File: config.mk
export PLATFORM = sky130hd
export DESIGN_NAME = bf2_sdf_stage
export DESIGN_NICKNAME = d
export VERILOG_FILES = /design/src/rtl/bf2_sdf_stage.sv
export SDC_FILE = /design/constraint.sdc
export NUM_CORES = 1
export LEC_CHECK = 0
export CORE_ASPECT_RATIO = 0.75
export CORE_UTILIZATION = 45
export CTS_BUF_LIST = sky130_fd_sc_hd__clkbuf_4 sky130_fd_sc_hd__clkbuf_8
export CTS_CLUSTER_DIAMETER = 100
export DETAILED_ROUTE_END_ITERATION = 10
export DONT_BUFFER_PORTS = 1
export PLACE_DENSITY = 0.71
export SLEW_MARGIN = 15
export SYNTH_ARGS = -nofsm -noshare
export SYNTH_HDL_FRONTEND = slang
export SYNTH_SLANG_ARGS = --single-unit
File: constraint.sdc
create_clock -name clk -period 4.05 [get_ports clk]
set_input_delay 0.81 -clock clk [delete_from_list [all_inputs] [get_ports clk]]
set_output_delay 0.81 -clock clk [all_outputs]
set_load 0.005 [all_outputs]
File: src/rtl/bf2_sdf_stage.sv
// Radix-2 DIF single-path delay-feedback butterfly stage.
// Registered outputs; stall, frame resync, optional halving and flush drain.
module bf2_sdf_stage #(
    parameter int IN_W  = 9,
    parameter int DELAY = 16
) (
    input  logic              clk,
    input  logic              rstn,
    input  logic [IN_W-1:0]   din_re,
    input  logic [IN_W-1:0]   din_im,
    input  logic              valid_in,
    input  logic              sof_in,
    input  logic              scale_en,
    input  logic              flush,
    output logic [IN_W:0]     dout_re,
    output logic [IN_W:0]     dout_im,
    output logic              valid_out,
    output logic              sof_out,
    output logic              busy,
    output logic              err_resync
);

    localparam int OUT_W = IN_W + 1;
    localparam int AW    = $clog2(DELAY);
    localparam int CW    = AW + 1;

    typedef enum logic {RUN, FLUSH} state_t;

    state_t           state_q, state_d;
    logic [CW-1:0]    cnt_q, cnt_d;
    logic [AW-1:0]    ptr_q, ptr_d;
    logic             primed_q, primed_d;
    logic [OUT_W-1:0] dout_re_q, dout_re_d;
    logic [OUT_W-1:0] dout_im_q, dout_im_d;
    logic             valid_out_q, valid_out_d;
    logic             sof_out_q, sof_out_d;
    logic             err_q, err_d;

    logic [OUT_W-1:0] mem_re [DELAY];
    logic [OUT_W-1:0] mem_im [DELAY];

    logic             adv, resync, second, wr_en;
    logic [OUT_W-1:0] x_re, x_im, d_re, d_im;
    logic [OUT_W-1:0] push_re, push_im, res_re, res_im;

    // Round-half-up halving done one bit wider so v+1 cannot wrap.
    function automatic logic [OUT_W-1:0] scl(
        input logic [OUT_W-1:0] v,
        input logic             en
    );
        logic signed [OUT_W:0] t;
        t = $signed({v[OUT_W-1], v}) + $signed((OUT_W+1)'(1));
        t = t >>> 1;
        return en ? t[OUT_W-1:0] : v;
    endfunction

    always_comb begin
        adv    = (state_q == FLUSH) || valid_in;
        resync = (state_q == RUN) && valid_in && sof_in
                 && (cnt_q != '0);
        second = !resync && (state_q == RUN)
                 && (cnt_q >= CW'(DELAY));

        x_re = '0;
        x_im = '0;
        if (state_q == RUN) begin
            x_re = {din_re[IN_W-1], din_re};
            x_im = {din_im[IN_W-1], din_im};
        end

        d_re    = mem_re[ptr_q];
        d_im    = mem_im[ptr_q];
        push_re = second ? d_re - x_re : x_re;
        push_im = second ? d_im - x_im : x_im;
        res_re  = second ? d_re + x_re : d_re;
        res_im  = second ? d_im + x_im : d_im;

        state_d     = state_q;
        cnt_d       = cnt_q;
        ptr_d       = ptr_q;
        primed_d    = primed_q;
        dout_re_d   = dout_re_q;
        dout_im_d   = dout_im_q;
        valid_out_d = 1'b0;
        sof_out_d   = 1'b0;
        err_d       = 1'b0;
        wr_en       = 1'b0;

        if (adv) begin
            wr_en       = 1'b1;
            ptr_d       = ptr_q + 1'b1;
            dout_re_d   = scl(res_re, scale_en);
            dout_im_d   = scl(res_im, scale_en);
            valid_out_d = second || (state_q == FLUSH)
                          || (primed_q && !resync);
            sof_out_d   = second && (cnt_q == CW'(DELAY));
            if (resync) begin
                cnt_d    = CW'(1);
                primed_d = 1'b0;
                err_d    = 1'b1;
            end else if (state_q == FLUSH
                         && cnt_q == CW'(DELAY-1)) begin
                cnt_d    = '0;
                primed_d = 1'b0;
                state_d  = RUN;
            end else if (cnt_q == CW'(2*DELAY-1)) begin
                cnt_d    = '0;
                primed_d = 1'b1;
            end else begin
                cnt_d = cnt_q + 1'b1;
            end
        end else if (flush && cnt_q == '0 && primed_q) begin
            state_d = FLUSH;
        end
    end

    always_ff @(posedge clk or negedge rstn) begin
        if (!rstn) begin
            state_q     <= RUN;
            cnt_q       <= '0;
            ptr_q       <= '0;
            primed_q    <= 1'b0;
            dout_re_q   <= '0;
            dout_im_q   <= '0;
            valid_out_q <= 1'b0;
            sof_out_q   <= 1'b0;
            err_q       <= 1'b0;
        end else begin
            state_q     <= state_d;
            cnt_q       <= cnt_d;
            ptr_q       <= ptr_d;
            primed_q    <= primed_d;
            dout_re_q   <= dout_re_d;
            dout_im_q   <= dout_im_d;
            valid_out_q <= valid_out_d;
            sof_out_q   <= sof_out_d;
            err_q       <= err_d;
        end
    end

    // Line contents need no reset: nothing is emitted before it is written.
    always_ff @(posedge clk) begin
        if (wr_en) begin
            mem_re[ptr_q] <= push_re;
            mem_im[ptr_q] <= push_im;
        end
    end

    assign dout_re    = dout_re_q;
    assign dout_im    = dout_im_q;
    assign valid_out  = valid_out_q;
    assign sof_out    = sof_out_q;
    assign err_resync = err_q;
    assign busy       = (state_q == FLUSH);

endmodule

==> key figures, run 1 <==
Global route
  – Vias in the first global route: just under 10000
  – Global-route wire length before repair: between 50000 and 60000 um
  – Initial antenna violation count: 1
  – Largest net degree at the start of global routing: 35
  – Final global-route overflow total: 0
  – GRT Total Usage: between 20% and 30%

Worst setup path
  – Number of cells on the critical path: 16
  – Crit Path Max Fanout: 16
  – Critical path endpoint category: flip-flop
  – Crit Path Category: reg2reg
  – CP Buf/Inv Count: 4
  – Worst flop-to-flop path startpoint: ptr_q[0]$_DFFE_PN0N_
  – Critical path arrival: roughly 4.4 ns
  – Delay-heaviest family, CP: compound AO/OA/AOI/OAI gates
  – R2r setup slk: about 0.14 ns
  – R2r endpoint: mem_re[0][8]$_DFFE_PP_
  – Crit path launch type: flip-flop
  – Critical Path Slowest Stage Cell: dfrtp_4
  – CP Launch Point: ptr_q[0]$_DFFE_PN0N_
  – CP endpoint: mem_re[0][8]$_DFFE_PP_
  – Worst stage delay on the critical path: 0.50 ns
  – Worst-path cell chain: buf_12 -> buf_4 -> mux4_2 -> a221oi_4 -> buf_4 -> ha_1 -> fa_1 -> nor2b_1 -> o21ai_1 -> a21oi_1 -> o21ai_1 -> a21boi_0 -> o21a_1 -> or3_1 -> o211ai_1 -> buf_12
  – FF-to-FF path depth: 16
  – Worst EP required: around 4.5 ns

Synthesis
  – YS warnings: 0
  – Most common flop cell mapped by yosys: edfxtp_1
  – Ys async rst share: roughly 9.6%
  – Cell Area, Synth: 16500 um^2
  – Netlist cell types: between 70 and 80
  – Post-Syn Instances: around 1100
  – Synth area leader: edfxtp_1
  – Top cells by area, synth: edfxtp_1, mux4_2, dfrtp_1
  – EDFF count, synth: 320
  – Top cell type's share of synthesized area: roughly three fifths
  – Net Count, Synth: around 1100
  – Synthesized flop and latch total: between 300 and 400
  – Sequential-to-total area share from yosys stat: roughly 63%
  – Syn Area/Cell: about 16 um^2

Floorplan
  – Die Ht: ~170 um
  – CORE AREA: roughly 36000 um^2
  – Die area: approximately 37000 um^2
  – Num rows: 60
  – Die W: about 220 um
  – IO Count: 48
  – Initial Utilization: between 40% and 50%

Final layout
  – # fillers: 2877
  – Share of layout cells above drive strength 1: a little under a third
  – Area of the multi-input gates: 5750 um^2
  – FF/Latch Area: about 10000 um^2
  – Fin cells: 1702
  – P&R area growth vs syn: 16.0%
  – Util after Layout: a little over half
  – Layout Nets: about 1300

Clock tree
  – CTS tree: yes
  – Clk_lat worst skew: 0.61 ns
  – Worst-path clk slew: about 0.070 ns
  – Clk sinks: roughly 350
  – Clk Tree Root Cell: clkbuf_8
  – Number of buffers created by CTS: between 50 and 60
  – Htree depth: 2
  – Max clock buf depth: 3

Placed design
  – Gp weighted congestion: ~0.85
  – Setup WS pre-CTS: -0.0893 ns
  – Detailed Place HPWL: around 27000 um
  – Post-Place Cells: between 1500 and 2000
  – Port Buf Inserts: 0

STA
  – # setup viols final: 0
  – Endpoints failing hold: 0
  – Setup ws final: roughly 0.14 ns
  – Pins over their slew limit: 0
  – Peak Freq: about 0.26 GHz
  – Worst-margin pin slew: roughly 0.84 ns
  – Final period utilization: 96.7%
  – Period minus WS final: between 3 and 4 ns
  – Fin Clk Skew: ~0.028 ns
  – Setup TNS: 0 ns
  – Rel. slew slack: 44.2%

Status
  – Status: complete, no violations

Routing
  – First DRT Iteration DRCs: ~1000
  – First-pass DRT Iterations: 5
  – Vias post-DR: 10000
  – Final wirelength: 40400 um
  – DR vias/cell: 5.88
  – Residual DRC: 0
  – Post-DRT Antenna Nets: 0
  – WL/cell: ~24 um

Power and ir drop
  – Leak: between 0.006 and 0.007 uW
  – Maximum VDD drop: roughly 440 uV
  – Total power: about 18000 uW
  – Power Density: roughly 950 nW/um^2

Worst hold path
  – Worst hold-check path type: in2async

Job
  – Max-cap violations: 0
[layer usage]
metal  GRT usage, %  share of wire [%]  wire length, um  up-vias
li1               -                  -                -     4417
met1           32.5                 44            17800     5060
met2           31.3                 44            17800      454
met3           4.45                9.6             3860       74
met4           5.69                2.3              948        0
met5              0                  0                0        -
[sequential cells by signal, summed over array words and instances, names as in the netlist]
name        count
mem_im        160
mem_re        160
dout_im        10
err_resync      1
ptr_q           4
valid_out       1
primed_q        1
cnt_q           5
sof_out         1
dout_re        10
busy            1
[where the power goes]
part           internal, uW  switching, uW
sequential             5310            339
clock                  1480           1330
combinational          4240           5440
[synthesized netlist by cell type (13+ instances only)]
cell	n
a21oi_1	40
and3_1	13
clkbuf_1	19
dfrtp_1	34
edfxtp_1	320
ha_1	46
inv_1	44
mux2i_1	29
mux4_2	77
nand2_1	79
nor2_1	57
nor2b_1	18
nor3_1	13
o21ai_0	38
o31ai_1	14
xnor2_1	18
[layout by cell type (no fill, tap or decap), types with 11 or more instances in the layout]
master	netlist	layout
edfxtp_1	320	320
buf_4	10	116
nand2_1	79	78
mux4_2	77	77
clkbuf_8	0	52
inv_1	44	43
ha_1	46	40
nor2_1	57	39
a21oi_1	40	37
o21ai_0	38	32
dfrtp_1	34	30
mux2i_1	29	24
nor2b_1	18	18
xnor2_1	18	17
nor2_2	0	17
clkbuf_4	0	17
clkinv_1	2	16
a22oi_1	12	12
o31ai_1	14	12
nand3_1	12	12
and3_1	13	11
or3_1	11	11
[logic make-up (layout without fill, tap and decap cells)]
logic type	count (synthesis)	after routing	synth area share, %
flops	354	354	63.3
simple gates	245	245	7.28
compound gates	171	171	7.08
mux	118	118	13.6
buf+inv	103	275	3.53
fa+ha+maj	50	50	3.97
xor+xnor	23	23	1.22
other cells	0	1	0
[final cells by class]
cell class	instances	area share, %
Clock inverter	24	0.868
Inverter	49	0.959
Sequential cell	354	54.6
Multi-Input combinational cell	607	30.0
Timing Repair Buffer	133	6.10
Clock buffer	69	4.40
Antenna cell	1	0.0131
Tap cell	465	3.04
[worst register-to-register path, cell delays in order, from the launching register on]
cell      delay (ns)
dfrtp_4         0.50
buf_12          0.15
buf_4           0.16
mux4_2          0.46
a221oi_4        0.38
buf_4           0.19
ha_1            0.18
fa_1            0.22
nor2b_1         0.06
o21ai_1         0.16
a21oi_1         0.12
o21ai_1         0.17
a21boi_0        0.15
o21a_1          0.21
or3_1           0.35
o211ai_1        0.14
buf_12          0.18
[worst min-delay path by stage]
| stage | start | to | slack (ns) | cells past startpoint |
|---|---|---|---|---|
| after floorplan | dout_im[3]$_DFFE_PN0N_ | dout_im[3]$_DFFE_PN0N_ | 0.47 | 2 |
| after global placement | rstn | dout_re[7]$_DFFE_PN0N_ | 0.51 | 0 |
| after detailed placement | rstn | dout_re[7]$_DFFE_PN0N_ | 0.51 | 0 |
| after CTS | rstn | dout_im[7]$_DFFE_PN0N_ | 0.02 | 1 |
| after global routing | rstn | dout_im[7]$_DFFE_PN0N_ | 0.03 | 1 |
| final | rstn | dout_im[7]$_DFFE_PN0N_ | 0.04 | 1 |
[metrics by stage]
stage | area (um^2) | hold slack [ns]
final | 19200 | 0.0399
after global routing | 19200 | 0.0347
after CTS | 18800 | 0.0199
after detailed placement | 17700 | 0.509
after global placement | 17700 | 0.508
after floorplan | 16500 | 0.473
[what timing repair did]
item / CTS / global route
gates resized for setup: 4 / 61
hold endpoints to repair: 34 / 0
hold buffers: 1 / 0
cloned: 0 / 2
setup endpoints to repair: 50 / 93
pin swaps: 1 / 17
buffers inserted: 4 / 13
Power figures use the tool's default switching activity.
==> inputs of run 2 (changes only) <==
--- a/config.mk
+++ b/config.mk
@@ -6,13 +6,13 @@
 export NUM_CORES = 1
 export LEC_CHECK = 0
 export CORE_ASPECT_RATIO = 0.75
-export CORE_UTILIZATION = 45
+export CORE_UTILIZATION = 50
 export CTS_BUF_LIST = sky130_fd_sc_hd__clkbuf_4 sky130_fd_sc_hd__clkbuf_8
 export CTS_CLUSTER_DIAMETER = 100
 export DETAILED_ROUTE_END_ITERATION = 10
 export DONT_BUFFER_PORTS = 1
-export PLACE_DENSITY = 0.71
-export SLEW_MARGIN = 15
+export GPL_TIMING_DRIVEN = 0
+export PLACE_DENSITY = 0.77
 export SYNTH_ARGS = -nofsm -noshare
 export SYNTH_HDL_FRONTEND = slang
 export SYNTH_SLANG_ARGS = --single-unit
==> key figures, run 2 (synthesis results as in run 1) <==
Global route
  – Vias in the first global route: 9940 (was 9669)
  – GRT Total Usage: 25.8% (was 21.4%)
  – Initial antenna violation count: 5 (was 1)
  – Largest net degree at the start of global routing: 35 (unchanged)
  – Global-route wire length before repair: 63000 um (was 59300 um)
  – Final global-route overflow total: 0 (unchanged)

Routing
  – First-pass DRT Iterations: 5 (unchanged)
  – WL/cell: 26.2 um (was 23.7 um)
  – Final wirelength: 43200 um (was 40400 um)
  – Vias post-DR: 10300 (was 10000)
  – First DRT Iteration DRCs: 1258 (was 977)
  – DR vias/cell: 6.21 (was 5.88)
  – Post-DRT Antenna Nets: 0 (unchanged)
  – Residual DRC: 0 (unchanged)

Job
  – Max-cap violations: 0 (unchanged)

Clock tree
  – Number of buffers created by CTS: 50 (was 51)
  – Worst-path clk slew: 0.07 ns (about the same)
  – CTS tree: yes (unchanged)
  – Max clock buf depth: 3 (unchanged)
  – Clk Tree Root Cell: clkbuf_8 (unchanged)
  – Htree depth: 2 (unchanged)
  – Clk_lat worst skew: 0.62 ns (was 0.61 ns)
  – Clk sinks: 354 (unchanged)

STA
  – Rel. slew slack: 25.9% (was 44.2%)
  – Setup ws final: -0.112 ns (was 0.135 ns)
  – Unrepaired setup endpoints after global routing: true
  – Pins over their slew limit: 0 (unchanged)
  – # setup viols final: 22 (was 0)
  – Endpoints failing hold: 0 (unchanged)
  – Period minus WS final: 4.16 ns (was 3.91 ns)
  – Peak Freq: 0.240 GHz (was 0.255 GHz)
  – Worst-margin pin slew: 1.11 ns (was 0.836 ns)
  – Final period utilization: 103% (was 96.7%)
  – Fin Clk Skew: 0.0363 ns (was 0.0278 ns)

Final layout
  – Util after Layout: 59.6% (was 53.2%)
  – Commonest cells after routing, fill and taps aside: edfxtp_1, mux4_2, nand2_1 (was edfxtp_1, buf_4, nand2_1)
  – Share of layout cells above drive strength 1: 31.1% (was 30.3%)
  – Layout Nets: 1244 (was 1270)
  – Area of the multi-input gates: 6130 um^2 (was 5750 um^2)
  – # fillers: 2325 (was 2877)
  – Most common cell after layout, fill and taps aside: edfxtp_1 (unchanged)
  – Leading registers by flop count: mem_im: 160 flops, mem_re: 160 flops (unchanged)
  – P&R area growth vs syn: 17.1% (was 16.0%)
  – Fin area: 19400 um^2 (was 19200 um^2)
  – FF/Latch Area: 10500 um^2 (about the same)

Floorplan
  – IO Count: 48 (unchanged)
  – Die W: 212 um (was 223 um)
  – Die area: 33800 um^2 (was 37500 um^2)
  – Die Ht: 159 um (was 168 um)
  – Initial Utilization: 50.9% (was 45.9%)
  – CORE AREA: 32400 um^2 (was 36000 um^2)
  – Num rows: 57 (was 60)

Placed design
  – Placed Instance Area: 17400 um^2 (was 17700 um^2)
  – Detailed Place HPWL: 28000 um (was 26600 um)
  – Setup WS pre-CTS: -1.31 ns (was -0.0893 ns)
  – Gp weighted congestion: 0.947 (was 0.846)
  – Port Buf Inserts: 0 (unchanged)

Worst hold path
  – Worst hold-check path type: in2reg (was in2async)

Worst setup path
  – Crit Path Max Fanout: 6 (was 16)
  – Critical path endpoint category: flip-flop (unchanged)
  – Worst EP required: 4.56 ns (was 4.50 ns)
  – Crit Path Category: reg2reg (unchanged)
  – Crit path launch type: flip-flop (unchanged)
  – Critical path arrival: 4.67 ns (was 4.37 ns)

Status
  – Status: finished with violations (was complete, no violations)
  – Violated checks: setup timing
run 2: final cells by class:
cell class	count	share of cell area [%]
flip-flops and latches	354	54.0
multi-input cells	607	31.7
clock buffers	68	4.35
repair buffers	60	3.15
well taps	442	2.86
plain buffers	48	2.43
inverters	49	0.963
clock inverters	22	0.524
diodes	2	0.0259
run 2: metrics by stage:
stage | std cells | hold slack, ns | setup TNS (ns)
final | 1652 | 0.356 | -1.67
after global routing | 1650 | 0.352 | -6.30
after CTS | 1628 | 0.318 | -0.600
after detailed placement | 1521 | 0.497 | -144.54
after global placement | 1506 | 0.498 | -336.98
after floorplan | 1064 | 0.473 | 0
run 2: routing by layer:
layer  routed length (um)  track usage (%)
met3                 5080             8.60
met2                19100             36.5
met4                  940             6.75
met1                18000             38.4
met5                   36                0
run 2: critical path, cell delays in order, from the launching register on:
cell	delay, ns
dfrtp_1	0.40
buf_6	0.16
buf_12	0.14
mux4_2	0.49
a22o_1	0.28
a221oi_4	0.34
buf_4	0.18
inv_2	0.04
ha_4	0.15
fa_2	0.37
nand2b_4	0.10
a2111oi_4	0.08
or3_4	0.38
xnor2_4	0.19
mux2i_4	0.14
nor4_4	0.33
nand3_1	0.12
a22o_1	0.18
run 2: timing repair:
action	in CTS	in global routing
hold buffers	2	0
buffers inserted	19	25
gates resized for setup	89	74
pin swaps	19	32
setup endpoints to repair	217	110
hold endpoints to repair	34	0
gates cloned	1	1
run 2: worst paths after layout:
check,start,to,slack [ns],depth (start not counted)
min in group asynchronous,rstn,dout_re[5]$_DFFE_PN0N_,0.63,2
max in group asynchronous,rstn,cnt_q[3]$_DFFE_PN0N_,3.18,2
max,ptr_q[0]$_DFFE_PN0N_,dout_re[9]$_DFFE_PN0N_,-0.11,17
min,valid_in,sof_out$_DFF_PN0_,0.36,2
min reg2reg,dout_im[9]$_DFFE_PN0N_,dout_im[9]$_DFFE_PN0N_,0.51,1
max reg2reg,ptr_q[0]$_DFFE_PN0N_,dout_re[9]$_DFFE_PN0N_,-0.11,17
Power of run 2 is left out: the tool's default activity adds up to more than one toggle a clock period on the data nets, which glitch-free logic cannot reach.
